==> config.mk <==
export PLATFORM = sky130hd
export DESIGN_NAME = adpll_lock_detect_flat
export DESIGN_NICKNAME = d
export VERILOG_FILES = /design/src/rtl/adpll_lock_detect_pkg.sv /design/src/rtl/adpll_lock_detect_if.sv /design/src/rtl/adpll_lock_detect_edge_sync.sv /design/src/rtl/adpll_lock_detect.sv /design/src/flat_wrapper.sv
export SDC_FILE = /design/constraint.sdc
export NUM_CORES = 1
export LEC_CHECK = 0
export CORE_MARGIN = 3
export CORE_UTILIZATION = 45
export CTS_BUF_LIST = sky130_fd_sc_hd__clkbuf_16
export CTS_CLUSTER_SIZE = 12
export DETAILED_ROUTE_END_ITERATION = 16
export PLACE_DENSITY = 0.72
export SLEW_MARGIN = 5
export SYNTH_ARGS = -nofsm -noshare
export SYNTH_HDL_FRONTEND = slang
export SYNTH_SLANG_ARGS = --single-unit
==> constraint.sdc <==
create_clock -name clk -period 3.6 [get_ports clk]
set_clock_uncertainty 0.1 [all_clocks]
set_input_delay 1.08 -clock clk [delete_from_list [all_inputs] [get_ports clk]]
set_output_delay 1.08 -clock clk [all_outputs]
set_load 0.01 [all_outputs]
==> src/rtl/adpll_lock_detect_pkg.sv <==
// Shared types and constants for the ADPLL lock detector and the filter-side blocks.
package adpll_pkg;

  typedef enum logic {
    SEARCH = 1'b0,
    LOCKED = 1'b1
  } lock_state_t;

  localparam int CNT_W_DEF = 8;

  // Signed frequency error: one extra bit over the edge counters.
  localparam int ERR_W = CNT_W_DEF + 1;

  typedef logic signed [ERR_W-1:0] freq_err_t;

endpackage

==> src/rtl/adpll_lock_detect_if.sv <==
// Monitor-side bundle: the two measured clocks and clear in, error/lock status out.
interface adpll_lock_detect_if #(
  parameter int CNT_W = adpll_pkg::CNT_W_DEF
);

  logic                   clk_ref;
  logic                   fb_clk;
  logic                   clr;
  logic signed [CNT_W:0]  freq_err;
  logic                   err_valid;
  logic                   locked;
  logic                   lost_lock;
  logic                   ref_lost;

  modport master (
    output clk_ref, fb_clk, clr,
    input  freq_err, err_valid, locked, lost_lock, ref_lost
  );

  modport slave (
    input  clk_ref, fb_clk, clr,
    output freq_err, err_valid, locked, lost_lock, ref_lost
  );

endinterface

==> src/rtl/adpll_lock_detect_edge_sync.sv <==
// Three-flop synchronizer for an asynchronous clock input with a one-cycle
// rising-edge pulse taken between the second and third flops.
module edge_sync (
  input  logic clk,
  input  logic rst_n,
  input  logic clr,
  input  logic din,
  output logic edge_pulse
);

  logic [2:0] sync_reg;

  always_ff @(posedge clk) begin
    if (!rst_n || clr) begin
      sync_reg <= '0;
    end else begin
      sync_reg <= {sync_reg[1:0], din};
    end
  end

  assign edge_pulse = sync_reg[1] & ~sync_reg[2];

endmodule

==> src/rtl/adpll_lock_detect.sv <==
// Counts feedback edges over a window of reference edges, reports the signed
// frequency error per window and tracks lock with a SEARCH/LOCKED state machine.
module adpll_lock_detect
  import adpll_pkg::*;
#(
  parameter int WIN_LEN     = 64,
  parameter int CNT_W       = CNT_W_DEF,
  parameter int TOL         = 1,
  parameter int LOCK_WINS   = 4,
  parameter int UNLOCK_WINS = 2,
  parameter int TIMEOUT     = 1023
) (
  input logic               clk,
  input logic               rst_n,
  adpll_lock_detect_if.slave bus
);

  localparam int EW   = CNT_W + 1;
  localparam int TO_W = $clog2(TIMEOUT + 1);
  localparam int GW   = $clog2(LOCK_WINS + 1);
  localparam int BW   = $clog2(UNLOCK_WINS + 1);

  localparam logic [CNT_W-1:0]      CNT_MAX  = '1;
  localparam logic [CNT_W-1:0]      WIN_LAST = CNT_W'(WIN_LEN - 1);
  localparam logic signed [EW-1:0]  WIN_S    = EW'(WIN_LEN);
  localparam logic signed [EW-1:0]  TOL_S    = EW'(TOL);
  localparam logic [TO_W-1:0]       TO_LIM   = TO_W'(TIMEOUT);
  localparam logic [GW-1:0]         GOOD_LAST = GW'(LOCK_WINS - 1);
  localparam logic [BW-1:0]         BAD_LAST  = BW'(UNLOCK_WINS - 1);

  // Bit 0: reference, bit 1: feedback.
  logic [1:0] async_in;
  logic [1:0] edge_vec;
  logic       ref_edge;
  logic       fb_edge;

  assign async_in = {bus.fb_clk, bus.clk_ref};

  generate
    for (genvar gi = 0; gi < 2; gi++) begin : g_sync
      edge_sync u_sync (
        .clk        (clk),
        .rst_n      (rst_n),
        .clr        (bus.clr),
        .din        (async_in[gi]),
        .edge_pulse (edge_vec[gi])
      );
    end
  endgenerate

  assign ref_edge = edge_vec[0];
  assign fb_edge  = edge_vec[1];

  logic [CNT_W-1:0]     ref_cnt_reg, ref_cnt_next;
  logic [CNT_W-1:0]     fb_cnt_reg, fb_cnt_next;
  logic [CNT_W-1:0]     fb_final;
  logic [TO_W-1:0]      to_cnt_reg, to_cnt_next;
  logic signed [EW-1:0] freq_err_reg, freq_err_next;
  logic signed [EW-1:0] err_calc;
  logic                 err_valid_reg, err_valid_next;
  logic                 ref_lost_reg, ref_lost_next;
  logic                 win_close;
  logic                 to_hit;
  logic                 win_good;

  // An fb edge coinciding with the closing ref edge still belongs to this window.
  assign fb_final  = (fb_edge && (fb_cnt_reg != CNT_MAX)) ? fb_cnt_reg + 1'b1 : fb_cnt_reg;
  assign err_calc  = $signed({1'b0, fb_final}) - WIN_S;
  assign win_good  = (err_calc <= TOL_S) && (err_calc >= -TOL_S);
  assign win_close = ref_edge && (ref_cnt_reg == WIN_LAST);
  // Stays asserted while the reference is missing, holding the counters cleared.
  assign to_hit    = !ref_edge && (to_cnt_reg >= TO_LIM - 1'b1);

  always_comb begin
    ref_cnt_next   = ref_cnt_reg;
    fb_cnt_next    = fb_final;
    to_cnt_next    = to_cnt_reg;
    freq_err_next  = freq_err_reg;
    err_valid_next = 1'b0;
    ref_lost_next  = ref_lost_reg;
    if (ref_edge) begin
      to_cnt_next   = '0;
      ref_lost_next = 1'b0;
    end else if (to_cnt_reg != TO_LIM) begin
      to_cnt_next = to_cnt_reg + 1'b1;
    end
    if (to_hit) begin
      ref_cnt_next  = '0;
      fb_cnt_next   = '0;
      ref_lost_next = 1'b1;
    end else if (win_close) begin
      ref_cnt_next   = '0;
      fb_cnt_next    = '0;
      freq_err_next  = err_calc;
      err_valid_next = 1'b1;
    end else if (ref_edge) begin
      ref_cnt_next = ref_cnt_reg + 1'b1;
    end
  end

  always_ff @(posedge clk) begin
    if (!rst_n || bus.clr) begin
      ref_cnt_reg   <= '0;
      fb_cnt_reg    <= '0;
      to_cnt_reg    <= '0;
      freq_err_reg  <= '0;
      err_valid_reg <= 1'b0;
      ref_lost_reg  <= 1'b0;
    end else begin
      ref_cnt_reg   <= ref_cnt_next;
      fb_cnt_reg    <= fb_cnt_next;
      to_cnt_reg    <= to_cnt_next;
      freq_err_reg  <= freq_err_next;
      err_valid_reg <= err_valid_next;
      ref_lost_reg  <= ref_lost_next;
    end
  end

  lock_state_t     state_reg, state_next;
  logic [GW-1:0]   good_cnt_reg, good_cnt_next;
  logic [BW-1:0]   bad_cnt_reg, bad_cnt_next;
  logic            lost_lock_reg, lost_lock_next;

  always_ff @(posedge clk) begin
    if (!rst_n || bus.clr) begin
      state_reg     <= SEARCH;
      good_cnt_reg  <= '0;
      bad_cnt_reg   <= '0;
      lost_lock_reg <= 1'b0;
    end else begin
      state_reg     <= state_next;
      good_cnt_reg  <= good_cnt_next;
      bad_cnt_reg   <= bad_cnt_next;
      lost_lock_reg <= lost_lock_next;
    end
  end

  // Evaluated in the same edge that registers err_valid, so locked moves with it.
  always_comb begin
    state_next     = state_reg;
    good_cnt_next  = good_cnt_reg;
    bad_cnt_next   = bad_cnt_reg;
    lost_lock_next = 1'b0;
    if (to_hit) begin
      state_next     = SEARCH;
      good_cnt_next  = '0;
      bad_cnt_next   = '0;
      lost_lock_next = (state_reg == LOCKED);
    end else if (win_close) begin
      case (state_reg)
        SEARCH: begin
          if (!win_good) begin
            good_cnt_next = '0;
          end else if (good_cnt_reg == GOOD_LAST) begin
            state_next    = LOCKED;
            good_cnt_next = '0;
          end else begin
            good_cnt_next = good_cnt_reg + 1'b1;
          end
        end
        LOCKED: begin
          if (win_good) begin
            bad_cnt_next = '0;
          end else if (bad_cnt_reg == BAD_LAST) begin
            state_next     = SEARCH;
            bad_cnt_next   = '0;
            lost_lock_next = 1'b1;
          end else begin
            bad_cnt_next = bad_cnt_reg + 1'b1;
          end
        end
        default: state_next = SEARCH;
      endcase
    end
  end

  assign bus.freq_err  = freq_err_reg;
  assign bus.err_valid = err_valid_reg;
  assign bus.locked    = (state_reg == LOCKED);
  assign bus.lost_lock = lost_lock_reg;
  assign bus.ref_lost  = ref_lost_reg;

endmodule

==> src/flat_wrapper.sv <==
// flat-port wrapper written by rule: the top's interface ports become plain ports
module adpll_lock_detect_flat import adpll_pkg::*;
#(
  parameter int WIN_LEN     = 64,
  parameter int CNT_W       = CNT_W_DEF,
  parameter int TOL         = 1,
  parameter int LOCK_WINS   = 4,
  parameter int UNLOCK_WINS = 2,
  parameter int TIMEOUT     = 1023
)
  (clk, rst_n, bus_clk_ref, bus_fb_clk, bus_clr, bus_freq_err, bus_err_valid, bus_locked, bus_lost_lock, bus_ref_lost);
  adpll_lock_detect_if #(.CNT_W(CNT_W)) bus_i ();
  input logic clk;
  input logic rst_n;
  input wire logic [$bits(bus_i.clk_ref)-1:0] bus_clk_ref;
  input wire logic [$bits(bus_i.fb_clk)-1:0] bus_fb_clk;
  input wire logic [$bits(bus_i.clr)-1:0] bus_clr;
  output wire logic [$bits(bus_i.freq_err)-1:0] bus_freq_err;
  output wire logic [$bits(bus_i.err_valid)-1:0] bus_err_valid;
  output wire logic [$bits(bus_i.locked)-1:0] bus_locked;
  output wire logic [$bits(bus_i.lost_lock)-1:0] bus_lost_lock;
  output wire logic [$bits(bus_i.ref_lost)-1:0] bus_ref_lost;
  assign bus_i.clk_ref = bus_clk_ref;
  assign bus_i.fb_clk = bus_fb_clk;
  assign bus_i.clr = bus_clr;
  assign bus_freq_err = bus_i.freq_err;
  assign bus_err_valid = bus_i.err_valid;
  assign bus_locked = bus_i.locked;
  assign bus_lost_lock = bus_i.lost_lock;
  assign bus_ref_lost = bus_i.ref_lost;
  adpll_lock_detect #(.WIN_LEN(WIN_LEN), .CNT_W(CNT_W), .TOL(TOL), .LOCK_WINS(LOCK_WINS), .UNLOCK_WINS(UNLOCK_WINS), .TIMEOUT(TIMEOUT)) u_core (.clk(clk), .rst_n(rst_n), .bus(bus_i));
endmodule
==> flow_metrics.env <==
export IMPL_dpl_cell_area_um2=2592
export IMPL_start_kind="register"
export IMPL_ys_flop_type="dfxtp_1"
export IMPL_wl_per_cell_um=12.78
export IMPL_reg2reg_slack_ps=240
export IMPL_syn2layout_area_growth_pct=16.72
export IMPL_diodes=0
export IMPL_period_share_pct=93.34
export IMPL_die_y_um=78.15
export IMPL_r2r_start="u_core.fb_cnt_reg[0]$_SDFF_PP0_"
export IMPL_numCtsBuffers=5
export IMPL_cts_sinks=50
export IMPL_final_cell_mix="dfxtp_1, nor2_1, nand2_1, clkdlybuf4s50_1, xor2_1"
export IMPL_ios=18
export IMPL_post_cts_buffers=0
export IMPL_vias=1756
export IMPL_ys_ff_latch=50
export IMPL_ys_types=51
export IMPL_start_util_pct=48.00
export IMPL_synth_edff_count=0
export IMPL_drcViolationCount=0
export IMPL_cts_resized=0
export IMPL_hpwl_um=3077
export IMPL_tightest_slew_ps=681.0
export IMPL_finalSetupTns_ps=0
export IMPL_drive_gt1_share_pct=11.72
export IMPL_max_freq_ghz=0.2976
export IMPL_hp_class="register to register"
export IMPL_avgSynthCellArea_um2=9.295
export IMPL_fin_nets=286
export IMPL_grt_overflow_total=0
export IMPL_htree_levels=2
export IMPL_largest_register_ffs=10
export IMPL_drtAntennaViolNets=0
export IMPL_gp_congestion=0.8179
export IMPL_clock_latency_ps=290
export IMPL_report_final_slew_viol_count=0
export IMPL_viasPerCell=5.165
export IMPL_syn_inst=252
export IMPL_final_area_um2=2734
export IMPL_hold_buffers=0
export IMPL_grt_pass1_vias=1706
export IMPL_die_area_um2=6107
export IMPL_cts_buffer_depth=2
export IMPL_worstSetupPathType="register to register"
export IMPL_status="finished clean"
export IMPL_rsz0062_at_grt="no"
export IMPL_critPathLaunch="u_core.fb_cnt_reg[0]$_SDFF_PP0_"
export IMPL_arrival_ps=3430
export IMPL_drt_initial_drc_count=78
export IMPL_cts_root_buf="clkbuf_16"
export IMPL_finalHoldViolations=0
export IMPL_slew_headroom_pct=54.35
export IMPL_powerDensity_nw_per_um2=380.6
export IMPL_ys_async_sr_fraction_pct=0
export IMPL_critical_path_endpoint_type="register"
export IMPL_finalNonFillerCells=340
export IMPL_synth_nets=265
export IMPL_period_minus_slack_ps=3360
export IMPL_place_inst=333
export IMPL_antenna_found_initial=0
export IMPL_dieWidth_um=78.15
export IMPL_grt_max_degree=16
export IMPL_drv_cap=0
export IMPL_wirelength_um=4345
export IMPL_core_rowCount=25
export IMPL_peakVddDrop_mv=0.2299
export IMPL_worstPathRequired_ps=3670
export IMPL_drtPass1Iterations=4
export IMPL_setup_violations=0
export IMPL_ys_warn_count=0
export IMPL_tritoncts="yes"
export IMPL_path_max_fanout=6
export IMPL_core_area_um2=4880
export IMPL_grt_pass1_wl_um=7810
export IMPL_grt_usage_pct=16.03
export IMPL_hold_path_startpoint="u_core.g_sync[1].u_sync.sync_reg[0]$_SDFF_PP0_"
export IMPL_clk_pin_slew_worst_paths_ps=70
export IMPL_io_buffer_count=17
export IMPL_synth_area_um2=2342
export IMPL_seq_area_frac_synth_pct=42.74
export IMPL_layout_commonest_cell="dfxtp_1"
export IMPL_p_leak_nw=1.028
-- cell families (layout without fill, tap and decap cells) --
group                    Yosys count  after routing  synth area share [%]
AND/OR/NAND/NOR                  126            126                 29.75
AO/OA/AOI/OAI                     29             29                 9.723
XOR/XNOR                          20             20                 8.120
adder cells (fa/ha/maj)            8              8                 4.274
flip-flops                        50             50                 42.74
multiplexers                       6              6                 2.991
buffers and inverters             13             34                 2.404
-- cell type report --
| cell class | count | area (um2) |
|---|---|---|
| clock buffers | 5 | 125.1 |
| clock inverters | 2 | 13.76 |
| fillers | 454 | 2146 |
| inverters | 6 | 22.52 |
| multi-input cells | 189 | 1287 |
| flip-flops and latches | 50 | 1001 |
| well taps | 67 | 83.83 |
| repair buffers | 21 | 200.2 |
-- per-stage QoR --
| stage | hold slack (ps) | util, % | worst slack (ps) | total power [mW] |
|---|---|---|---|---|
| after floorplan | 305.7 | - | 477.9 | 0.5846 |
| final | 325.8 | 56.03 | 239.9 | 1.041 |
| after global routing | 341.8 | 56.03 | 8.854 | 1.084 |
| after global placement | 309.0 | 53.13 | 297.9 | 0.5947 |
| after CTS | 329.0 | 55.97 | 176.3 | 1.051 |
| after detailed placement | 313.6 | 53.13 | 206.4 | 0.5954 |
-- routing by layer --
| metal | up-vias | track usage (%) | routed length (um) |
|---|---|---|---|
| met1 | 807 | 20.80 | 2107 |
| met3 | 7 | 3.899 | 141 |
| met2 | 24 | 25.17 | 2013 |
| met5 | - | 0 | 0 |
| li1 | 918 | - | - |
| met4 | 0 | 7.343 | 83 |
-- synthesized netlist by cell type (2+ instances only) --
cell / count / area [um2]
a21oi_1: 7 / 35.03
mux2i_1: 3 / 30.03
or3_1: 3 / 18.77
clkbuf_1: 6 / 22.52
o21ai_1: 2 / 10.01
and3_1: 6 / 37.54
nor3_1: 3 / 15.01
and2_1: 7 / 43.79
nor4_4: 2 / 42.54
nand3_1: 9 / 45.04
nand4_1: 6 / 37.54
xnor2_1: 7 / 61.31
xor2_1: 11 / 96.34
nor2b_1: 3 / 18.77
nand3b_1: 2 / 15.01
ha_1: 8 / 100.1
and4_1: 2 / 17.52
a211oi_1: 8 / 60.06
nor3_2: 2 / 20.02
nand2b_1: 6 / 37.54
inv_1: 6 / 22.52
and2b_1: 2 / 15.01
nand2_1: 17 / 63.81
nor2_1: 47 / 176.4
a32o_1: 2 / 20.02
dfxtp_1: 50 / 1001
-- where the power goes --
part	internal (mW)	total (mW)	switching, mW
sequential	0.556	0.558	0.00232
clock	0.255	0.458	0.203
combinational	0.0101	0.0245	0.0145
-- final timing paths --
| path | endpoint | cells past startpoint |
|---|---|---|
| max | u_core.bus.lost_lock$_SDFF_PP0_ | 11 |
| min | u_core.g_sync[1].u_sync.sync_reg[1]$_SDFF_PP0_ | 1 |
| max reg2reg | u_core.bus.lost_lock$_SDFF_PP0_ | 11 |
| min reg2reg | u_core.g_sync[1].u_sync.sync_reg[1]$_SDFF_PP0_ | 1 |
-- critical path, cell delays in order (launching register included) --
cell and delay (ps):
dfxtp_1 400, ha_2 270, nand3_1 120, o21ai_2 240, xor2_2 160, or3_4 410
nor4b_1 320, ha_1 290, and2b_1 160, mux2_4 290, o41ai_1 360, a21oi_1 120
Note: power is estimated with default switching activity, not from simulation.
